File: src/rtl/legv8_ctrl_pkg.sv
// rtl/legv8_ctrl_pkg.sv - shared types and codes for the LEGv8 multi-cycle control unit
package legv8_ctrl_pkg;

  typedef enum logic [2:0] {
    ST_IDLE,
    ST_FETCH,
    ST_DECODE,
    ST_EXEC,
    ST_MEM,
    ST_WB,
    ST_TRAP
  } state_e;

  typedef enum logic [3:0] {
    CLS_ILLEGAL,
    CLS_B,
    CLS_CBZ,
    CLS_CBNZ,
    CLS_ADD,
    CLS_SUB,
    CLS_AND,
    CLS_ORR,
    CLS_ADDI,
    CLS_SUBI,
    CLS_ANDI,
    CLS_ORRI,
    CLS_LDUR,
    CLS_STUR
  } class_e;

  localparam logic [2:0] ALU_ADD   = 3'b000;
  localparam logic [2:0] ALU_SUB   = 3'b001;
  localparam logic [2:0] ALU_AND   = 3'b010;
  localparam logic [2:0] ALU_ORR   = 3'b011;
  localparam logic [2:0] ALU_PASSB = 3'b100;

  localparam logic [1:0] SEU_ALU = 2'b00;
  localparam logic [1:0] SEU_B   = 2'b01;
  localparam logic [1:0] SEU_CB  = 2'b10;
  localparam logic [1:0] SEU_D   = 2'b11;

  // opCode[10:5] groups; low bits select within a group where needed
  localparam logic [5:0] GRP_B      = 6'b000101;
  localparam logic [5:0] GRP_ADDAND = 6'b100010;
  localparam logic [5:0] GRP_IADDAND = 6'b100100;
  localparam logic [5:0] GRP_ORR    = 6'b101010;
  localparam logic [5:0] GRP_ORRI   = 6'b101100;
  localparam logic [5:0] GRP_CB     = 6'b101101;
  localparam logic [5:0] GRP_SUB    = 6'b110010;
  localparam logic [5:0] GRP_SUBI   = 6'b110100;
  localparam logic [5:0] GRP_MEM    = 6'b111110;

  function automatic logic [2:0] alu_code(class_e c);
    case (c)
      CLS_SUB, CLS_SUBI:  alu_code = ALU_SUB;
      CLS_AND, CLS_ANDI:  alu_code = ALU_AND;
      CLS_ORR, CLS_ORRI:  alu_code = ALU_ORR;
      CLS_CBZ, CLS_CBNZ:  alu_code = ALU_PASSB;
      default:            alu_code = ALU_ADD;
    endcase
  endfunction

  function automatic logic [1:0] seu_code(class_e c);
    case (c)
      CLS_B:              seu_code = SEU_B;
      CLS_CBZ, CLS_CBNZ:  seu_code = SEU_CB;
      CLS_LDUR, CLS_STUR: seu_code = SEU_D;
      default:            seu_code = SEU_ALU;
    endcase
  endfunction

  function automatic logic uses_imm(class_e c);
    case (c)
      CLS_ADDI, CLS_SUBI, CLS_ANDI, CLS_ORRI, CLS_LDUR, CLS_STUR: uses_imm = 1'b1;
      default:                                                    uses_imm = 1'b0;
    endcase
  endfunction

endpackage

File: src/rtl/legv8_op_decode.sv
// rtl/legv8_op_decode.sv - combinational opCode to instruction-class decoder
module legv8_op_decode
  import legv8_ctrl_pkg::*;
(
  input  logic [10:0] op_code,
  output class_e      cls
);

  // Bits 4, 2 and 0 never influence the class
  logic unused_bits;
  assign unused_bits = ^{op_code[4], op_code[2], op_code[0]};

  // Group on the top six bits, then split pairs on bit 3 or bit 1
  always_comb begin
    cls = CLS_ILLEGAL;
    case (op_code[10:5])
      GRP_B:       cls = CLS_B;
      GRP_ADDAND:  cls = op_code[3] ? CLS_ADD  : CLS_AND;
      GRP_IADDAND: cls = op_code[3] ? CLS_ADDI : CLS_ANDI;
      GRP_ORR:     cls = CLS_ORR;
      GRP_ORRI:    cls = CLS_ORRI;
      GRP_CB:      cls = op_code[3] ? CLS_CBNZ : CLS_CBZ;
      GRP_SUB:     cls = CLS_SUB;
      GRP_SUBI:    cls = CLS_SUBI;
      GRP_MEM:     cls = op_code[1] ? CLS_LDUR : CLS_STUR;
      default:     cls = CLS_ILLEGAL;
    endcase
  end

endmodule

File: src/rtl/legv8_multicycle_ctrl.sv
// rtl/legv8_multicycle_ctrl.sv - multi-cycle LEGv8 control FSM with memory handshake and traps
module legv8_multicycle_ctrl
  import legv8_ctrl_pkg::*;
#(
  parameter int ALUOP_W = 3,
  parameter int TIMEOUT = 15
) (
  input  logic               clk,
  input  logic               rst,
  input  logic [10:0]        opCode,
  input  logic               zero,
  input  logic               memAck,
  output logic               irWr,
  output logic               pcWr,
  output logic               pcSrc,
  output logic               iOrD,
  output logic               memRd,
  output logic               memWr,
  output logic               reg2Loc,
  output logic               regWr,
  output logic               aluSrc,
  output logic               memToReg,
  output logic [1:0]         seu,
  output logic [ALUOP_W-1:0] aluOp,
  output logic               illegal,
  output logic               busErr
);

  // TIMEOUT = 0 disables the watchdog; keep the counter at least one bit wide
  localparam int CNT_W = (TIMEOUT > 0) ? $clog2(TIMEOUT + 1) : 1;
  localparam logic [CNT_W-1:0] WAIT_LAST = (TIMEOUT > 0) ? CNT_W'(TIMEOUT - 1) : '0;

  state_e           state_q, state_d;
  class_e           cls_q, cls_d;
  class_e           dec_cls;
  logic [CNT_W-1:0] wait_q, wait_d;
  logic             illegal_q, illegal_d;
  logic             bus_err_q, bus_err_d;
  logic             timed_out;

  legv8_op_decode u_decode (
    .op_code (opCode),
    .cls     (dec_cls)
  );

  // The current wait cycle is the last one allowed before a trap
  assign timed_out = (TIMEOUT != 0) && (wait_q == WAIT_LAST);

  // Next-state, class latch, memory wait counter and sticky trap flags
  always_comb begin
    state_d   = state_q;
    cls_d     = cls_q;
    wait_d    = wait_q;
    illegal_d = illegal_q;
    bus_err_d = bus_err_q;
    case (state_q)
      ST_IDLE: begin
        state_d = ST_FETCH;
        wait_d  = '0;
      end
      ST_FETCH: begin
        if (memAck) begin
          state_d = ST_DECODE;
        end else if (timed_out) begin
          state_d   = ST_TRAP;
          bus_err_d = 1'b1;
        end else begin
          wait_d = wait_q + CNT_W'(1);
        end
      end
      ST_DECODE: begin
        cls_d = dec_cls;
        if (dec_cls == CLS_ILLEGAL) begin
          state_d   = ST_TRAP;
          illegal_d = 1'b1;
        end else begin
          state_d = ST_EXEC;
        end
      end
      ST_EXEC: begin
        case (cls_q)
          CLS_LDUR, CLS_STUR: begin
            state_d = ST_MEM;
            wait_d  = '0;
          end
          CLS_B, CLS_CBZ, CLS_CBNZ: begin
            state_d = ST_FETCH;
            wait_d  = '0;
          end
          default: state_d = ST_WB;
        endcase
      end
      ST_MEM: begin
        if (memAck) begin
          if (cls_q == CLS_LDUR) begin
            state_d = ST_WB;
          end else begin
            state_d = ST_FETCH;
            wait_d  = '0;
          end
        end else if (timed_out) begin
          state_d   = ST_TRAP;
          bus_err_d = 1'b1;
        end else begin
          wait_d = wait_q + CNT_W'(1);
        end
      end
      ST_WB: begin
        state_d = ST_FETCH;
        wait_d  = '0;
      end
      ST_TRAP: state_d = ST_TRAP;
      default: state_d = ST_IDLE;
    endcase
  end

  // State register; reset clears outputs at once because they decode from it
  always_ff @(posedge clk or posedge rst) begin
    if (rst) begin
      state_q   <= ST_IDLE;
      cls_q     <= CLS_ILLEGAL;
      wait_q    <= '0;
      illegal_q <= 1'b0;
      bus_err_q <= 1'b0;
    end else begin
      state_q   <= state_d;
      cls_q     <= cls_d;
      wait_q    <= wait_d;
      illegal_q <= illegal_d;
      bus_err_q <= bus_err_d;
    end
  end

  // Moore decode of datapath controls; ALU setup is held from EXEC through WB
  always_comb begin
    irWr     = 1'b0;
    pcWr     = 1'b0;
    pcSrc    = 1'b0;
    iOrD     = 1'b0;
    memRd    = 1'b0;
    memWr    = 1'b0;
    reg2Loc  = 1'b0;
    regWr    = 1'b0;
    aluSrc   = 1'b0;
    memToReg = 1'b0;
    seu      = SEU_ALU;
    aluOp    = '0;
    if (state_q == ST_EXEC || state_q == ST_MEM || state_q == ST_WB) begin
      aluSrc = uses_imm(cls_q);
      seu    = seu_code(cls_q);
      aluOp  = ALUOP_W'(alu_code(cls_q));
    end
    case (state_q)
      ST_FETCH: begin
        memRd = 1'b1;
        irWr  = memAck;
        pcWr  = memAck;
      end
      ST_DECODE: begin
        // Register read happens here, before the class is latched
        reg2Loc = (dec_cls == CLS_CBZ) || (dec_cls == CLS_CBNZ) || (dec_cls == CLS_STUR);
      end
      ST_EXEC: begin
        case (cls_q)
          CLS_B: begin
            pcWr  = 1'b1;
            pcSrc = 1'b1;
          end
          CLS_CBZ: begin
            pcWr  = zero;
            pcSrc = zero;
          end
          CLS_CBNZ: begin
            pcWr  = !zero;
            pcSrc = !zero;
          end
          default: ;
        endcase
      end
      ST_MEM: begin
        iOrD  = 1'b1;
        memRd = (cls_q == CLS_LDUR);
        memWr = (cls_q == CLS_STUR);
      end
      ST_WB: begin
        regWr    = 1'b1;
        memToReg = (cls_q == CLS_LDUR);
      end
      default: ;
    endcase
  end

  assign illegal = illegal_q;
  assign busErr  = bus_err_q;

endmodule

File: config.mk
export PLATFORM = sky130hd
export DESIGN_NAME = legv8_multicycle_ctrl
export DESIGN_NICKNAME = d
export VERILOG_FILES = /design/src/rtl/legv8_ctrl_pkg.sv /design/src/rtl/legv8_op_decode.sv /design/src/rtl/legv8_multicycle_ctrl.sv
export SDC_FILE = /design/constraint.sdc
export NUM_CORES = 1
export LEC_CHECK = 0
export CORE_ASPECT_RATIO = 1.1
export CORE_MARGIN = 8
export CORE_UTILIZATION = 50
export DETAILED_ROUTE_END_ITERATION = 8
export PLACE_DENSITY = 0.89
export SYNTH_ARGS = -nofsm -noshare
export SYNTH_HDL_FRONTEND = slang
export SYNTH_SLANG_ARGS = --single-unit
File: constraint.sdc
create_clock -name clk -period 3.5 [get_ports clk]
set_input_delay 0.7 -clock clk [delete_from_list [all_inputs] [get_ports clk]]
set_output_delay 0.7 -clock clk [all_outputs]
set_load 0.05 [all_outputs]
# [Word level (Yosys, flattened, before mapping)]
# Memory sizes are Yosys's and may differ from the RTL's.
# Index checks and enable logic that the tools add are counted.
[op_classes] eq_ne=31 muxes=33 n_bitwise=1 reduce_logical=18 n_addsub=1
[ops] operator="$eq 6x6->1 const B" count=8
[ops] operator="$pmux 4 s9" count=1
[ops] operator="$eq 4x4->1 const B" count=8
[ops] operator="$mux 4" count=5
[ops] operator="$mux 3" count=6
[ops] operator="$pmux 3 s6" count=1
[ops] operator="$eq 4x2->1 const B" count=4
[ops] operator="$pmux 4 s4" count=1
[ops] operator="$mux 1" count=11
[ops] operator="$eq 3x3->1 const B" count=3
[ops] operator="$reduce_or 2->1" count=4
[ops] operator="$eq 3x2->1 const B" count=2
[ops] operator="$eq 6x3->1 const B" count=1
[ops] operator="$mux 2" count=3
[ops] operator="$pmux 2 s3" count=1
[ops] operator="$pmux 3 s2" count=1
[ops] operator="$reduce_or 6->1" count=1
[ops] operator="$reduce_or 5->1" count=1
[ops] operator="$add 4x1->4 const B" count=1
[ops] operator="$eq 4x1->1 const B" count=1
[ops] operator="$logic_not 4->1" count=1
[ops] operator="$logic_or 1x1->1" count=4
[ops] operator="$ne 2x2->1 const B" count=2
[ops] operator="$pmux 1 s2" count=2
[ops] operator="11 further kinds" count=11
[word_totals] output_inout_bits=17 rom_bits=48 regBits=13 elab_cells=90 memories=1 inputBits=15
[memory_table] memory="(no name shown)" words=16 word_bits=3 rd=1 rd_ports_with_merged_regs=0 write_ports=0 line_no="legv8_ctrl_pkg.sv:54" source="case (c)"

# [Logic depth before layout (Yosys ltp)]
[depth] depth_word=6 mapped_depth=6 ltp_nobuf=6

# [Cells and area by module]
# Synthesis repeated with hierarchy kept, for this count alone.
[unflattened] cells_unflattened=147 hier_area_um2=1197.4
[modules_own_cells] module="legv8_multicycle_ctrl" cells_each=122 instances=1 seq_area_each_um2=325.3 area_each_um2=1021.0
[modules_own_cells] module="legv8_op_decode" cells_each=25 instances=1 seq_area_each_um2=0.0 area_each_um2=176.4

# [Worst setup path after synthesis]
# OpenSTA, ideal clock, no wires.
[synth_path] kind="input port to output port" from="in zero" to="out pcWr" t_arrival_ns=2.911 path_slack_ns=-0.111 required_ns=2.800 path_buffers=0 path_stages=4 cell_sequence="nand2_1 > xor2_1 > nor4_1 > or2_1"
[synth_between] elab_chain_len=3
[synth_lines] element="from (decl)" line_no="legv8_multicycle_ctrl.sv:11" source="input logic zero,"
[synth_lines] element="$logic_not 1->1" line_no="legv8_multicycle_ctrl.sv:174" source="pcWr = !zero;"
[synth_lines] element="$pmux 1 s3 (*)" line_no="legv8_multicycle_ctrl.sv:164" source="case (cls_q)"
[synth_lines] element="$pmux 1 s2 (*)" line_no="legv8_multicycle_ctrl.sv:153" source="case (state_q)"
[synth_lines] element="to (decl)" line_no="legv8_multicycle_ctrl.sv:14" source="output logic pcWr,"
# Every way passes the cells marked *; elsewhere a longest branch is shown, timed or not.

# [Final worst setup path]
[layout_path] from="in opCode[6]" to="out reg2Loc"
[layout_between] elab_chain_len=6 elab_cells_between_ends=16 classes_between="12 x eq/ne; 2 x mux; 2 x reduce/logical"
[layout_lines] element="from (decl)" line_no="legv8_multicycle_ctrl.sv:10" source="input logic [10:0] opCode,"
[layout_lines] element="$eq 6x6->1 / $eq 6x3->1 (equally long branches)" line_no="legv8_op_decode.sv:16" source="case (op_code[10:5])"
[layout_lines] element="$pmux 4 s9 (*)" line_no="legv8_op_decode.sv:16"
[layout_lines] element="$eq 4x2->1" line_no="legv8_multicycle_ctrl.sv:161" source="reg2Loc = (dec_cls == CLS_CBZ) || (dec_cls == CLS_CBNZ) || (dec_cls == CLS_STUR);"
[layout_lines] element="$logic_or 1x1->1" line_no="legv8_multicycle_ctrl.sv:161"
[layout_lines] element="$logic_or 1x1->1 (*)" line_no="legv8_multicycle_ctrl.sv:161"
[layout_lines] element="$mux 1 (*)" line_no="legv8_multicycle_ctrl.sv:153"
[layout_lines] element="to (decl)" line_no="legv8_multicycle_ctrl.sv:19" source="output logic reg2Loc,"
# Marked as above.

==> results.sh <==
export IMPL_cts_tree="built"
export IMPL_worstSkewPairLatency_ns=0.28
export IMPL_reg2reg_to="wait_q[1]$_DFFE_PP0P_"
export IMPL_antenna_found_initial=0
export IMPL_rsz0062_at_grt="false"
export IMPL_crit_fanout=8
export IMPL_finalCritPeriodShare_pct=95.2
export IMPL_cts_resized=0
export IMPL_clockRootBuffer="clkbuf_4"
export IMPL_vias=1155
export IMPL_synthCells=143
export IMPL_maxSlewHeadroom_pct=66.2
export IMPL_tns_ns=0
export IMPL_rrSetupSlack_ns=1.83
export IMPL_period_minus_slack_ns=3.33
export IMPL_area_growth_pct=27.1
export IMPL_grt_first_pass_wirelength_um=4820
export IMPL_holdWs_ns=0.498
export IMPL_drt_first_iter_violations=49
export IMPL_finClkSkew_ns=0.00669
export IMPL_routed_wl_um=2770
export IMPL_path_clk_slew_ns=0.08
export IMPL_synth_fp_nets=160
export IMPL_worst_slack_ns=0.168
export IMPL_dp_hpwl_um=2210
export IMPL_die_h_um=67.0
export IMPL_drive_gt1_share_pct=13.0
export IMPL_max_slew_worst_pin_slew_ns=0.506
export IMPL_stdcell_area_mm2=0.00150
export IMPL_yosys_cell_types_count=52
export IMPL_leakage_nw=0.637
export IMPL_fill_cells=193
export IMPL_ctsHoldBuffers=0
export IMPL_seq_power_share_pct=31.4
export IMPL_dieArea_mm2=0.00417
export IMPL_insertedDiodeCount=0
export IMPL_synth_area_mm2=0.00118
export IMPL_synth_seq_cells=13
export IMPL_portBuffers=28
export IMPL_fmax_ghz=0.300
export IMPL_setup_viol=0
export IMPL_cts_sinks=13
export IMPL_finalPower_mw=1.05
export IMPL_grt_max_degree=15
export IMPL_synth_seq_area_share_pct=27.6
export IMPL_r2r_start="state_q[0]$_DFF_PP0_"
export IMPL_finalHoldViolations=0
export IMPL_min_from="busErr$_DFFE_PP0P_"
export IMPL_async_flop_share_pct=100
export IMPL_power_frac_comb_pct=60.0
export IMPL_num_rows=18
export IMPL_place_ws_ns=0.195
export IMPL_critPathKind="input pin to output port"
export IMPL_synth_edff_count=0
export IMPL_start_kind="input pin"
export IMPL_r2r_cells=5
export IMPL_power_frac_clock_pct=8.6
export IMPL_synthTopCellsByArea="dfrtp_1 28%, nand2_1 4.5%, and3_1 4.2%"
export IMPL_wl_per_cell_um=13.9
export IMPL_post_route_drc_count=0
export IMPL_start_util_pct=52.4
export IMPL_die_w_um=62.3
export IMPL_arrival_ns=2.63
export IMPL_holdPathStages=1
export IMPL_switchingPower_mw=0.553
export IMPL_p_int_mw=0.501
export IMPL_syn_avg_cell_area_um2=8.25
export IMPL_crit_required_ns=2.80
export IMPL_hold_class="register to register"
export IMPL_viasPerCell=5.80
export IMPL_holdPathEnd="busErr$_DFFE_PP0P_"
export IMPL_cap_violations=0
export IMPL_synth_ff_type="dfrtp_1"
export IMPL_cts_htree_levels=1
export IMPL_powerDensity_mw_per_mm2=703
export IMPL_final_instance_count_excl_fill=199
export IMPL_status="finished, final reports clean"
export IMPL_cts_post_setup_buffers_inserted=0
export IMPL_critPathCaptureType="output port"
export IMPL_final_cell_mix="26 x clkdlybuf4s50_1, 14 x nand2_1, 13 x dfrtp_1, 12 x nor2_1, 10 x inv_1"
export IMPL_ios=32
export IMPL_cts_buffers=3
export IMPL_yosysTopAreaCell="dfrtp_1"
export IMPL_grt_pass1_vias=1098
export IMPL_vdd_drop_max_mv=0.403
export IMPL_cts_path_max_buffers=2
export IMPL_ant_nets=0
export IMPL_nets=187
export IMPL_placed_cells=195
export IMPL_core_area_mm2=0.00225
export IMPL_dr_pass1_iters=4
export IMPL_dpl_cell_area_mm2=0.00147
export IMPL_final_max_slew_violation_count=0
export IMPL_synth_top_area_share_pct=27.6
export IMPL_ys_warn_count=0
export IMPL_switching_share_pct=52.5
export IMPL_grt_overflow=0
export IMPL_track_usage_pct=13.8
export IMPL_fin_util_pct=66.6
export IMPL_place_gp_congestion=0.884
export IMPL_final_common_cell="clkdlybuf4s50_1"
==> how the worst max path moves through the flow <==
stage               from  endpoint  slack [ns]
2_1_floorplan  opCode[6]   reg2Loc        0.46
3_3_place_gp   opCode[6]   reg2Loc        0.26
3_5_place_dp   opCode[6]   reg2Loc        0.20
4_1_cts        opCode[6]   reg2Loc        0.18
5_1_grt        opCode[6]   reg2Loc        0.04
6_report       opCode[6]   reg2Loc        0.17
==> cell usage after synthesis, drive strengths merged, types with 3 or more instances <==
cell	n
buf	6
xnor2	3
nor3	3
nor2b	4
inv	10
nand2b	4
nor2	14
a21oi	8
o21ai	13
nand3	3
and3	10
dfrtp	13
nand2	15
nor3b	4
==> power by group through the flow <==
stage               Combinational [mW]  Sequential (mW)  Clock (mW)
floorplan                        0.539            0.275           0
global placement                 0.618            0.327           0
detailed placement               0.633            0.331           0
CTS                              0.635            0.329      0.0922
global route                     0.690            0.349       0.100
finish                           0.633            0.331      0.0910
==> worst max-delay path, cell delays in order <==
cell,delay [ns]
clkdlybuf4s50_1,0.59
nand2b_1,0.31
o22a_1,0.23
o22ai_1,0.19
o2111ai_1,0.16
a21oi_1,0.27
buf_12,0.18
==> state kept, by name (all words and copies together) (netlist names) <==
| register | cells |
|---|---|
| wait_q | 4 |
| cls_q | 4 |
| illegal | 1 |
| busErr | 1 |
| state_q | 3 |
==> cells by family (layout without fill, tap and decap cells) <==
kind of cell,count (synthesis),in the layout,share of synthesized area (%)
xor gates and xnor gates,5,5,3.71
and+or+nand+nor,64,64,32.4
adders and majority gates,2,2,2.12
AOI/OAI and AO/OA,42,42,26.5
buffers and inverters,16,42,6.36
muxes,1,1,1.27
DFF,13,13,27.6
==> cell type report <==
type | instances | area, um^2 | share of cell area (%)
inverters | 10 | 37.5 | 2.50
well taps | 30 | 37.5 | 2.50
multi-input cells | 114 | 786 | 52.4
clock buffers | 4 | 26.3 | 1.75
flip-flops and latches | 13 | 325 | 21.7
repair buffers | 28 | 288 | 19.2
==> routing by layer <==
layer,track usage (%),vias to the layer above,wire (um)
met5,0,-,0
met4,8.26,0,59
met3,3.02,6,165
met2,23.9,44,1370
met1,15.3,537,1170
li1,-,568,-
Note: power is estimated with default switching activity, not from simulation.
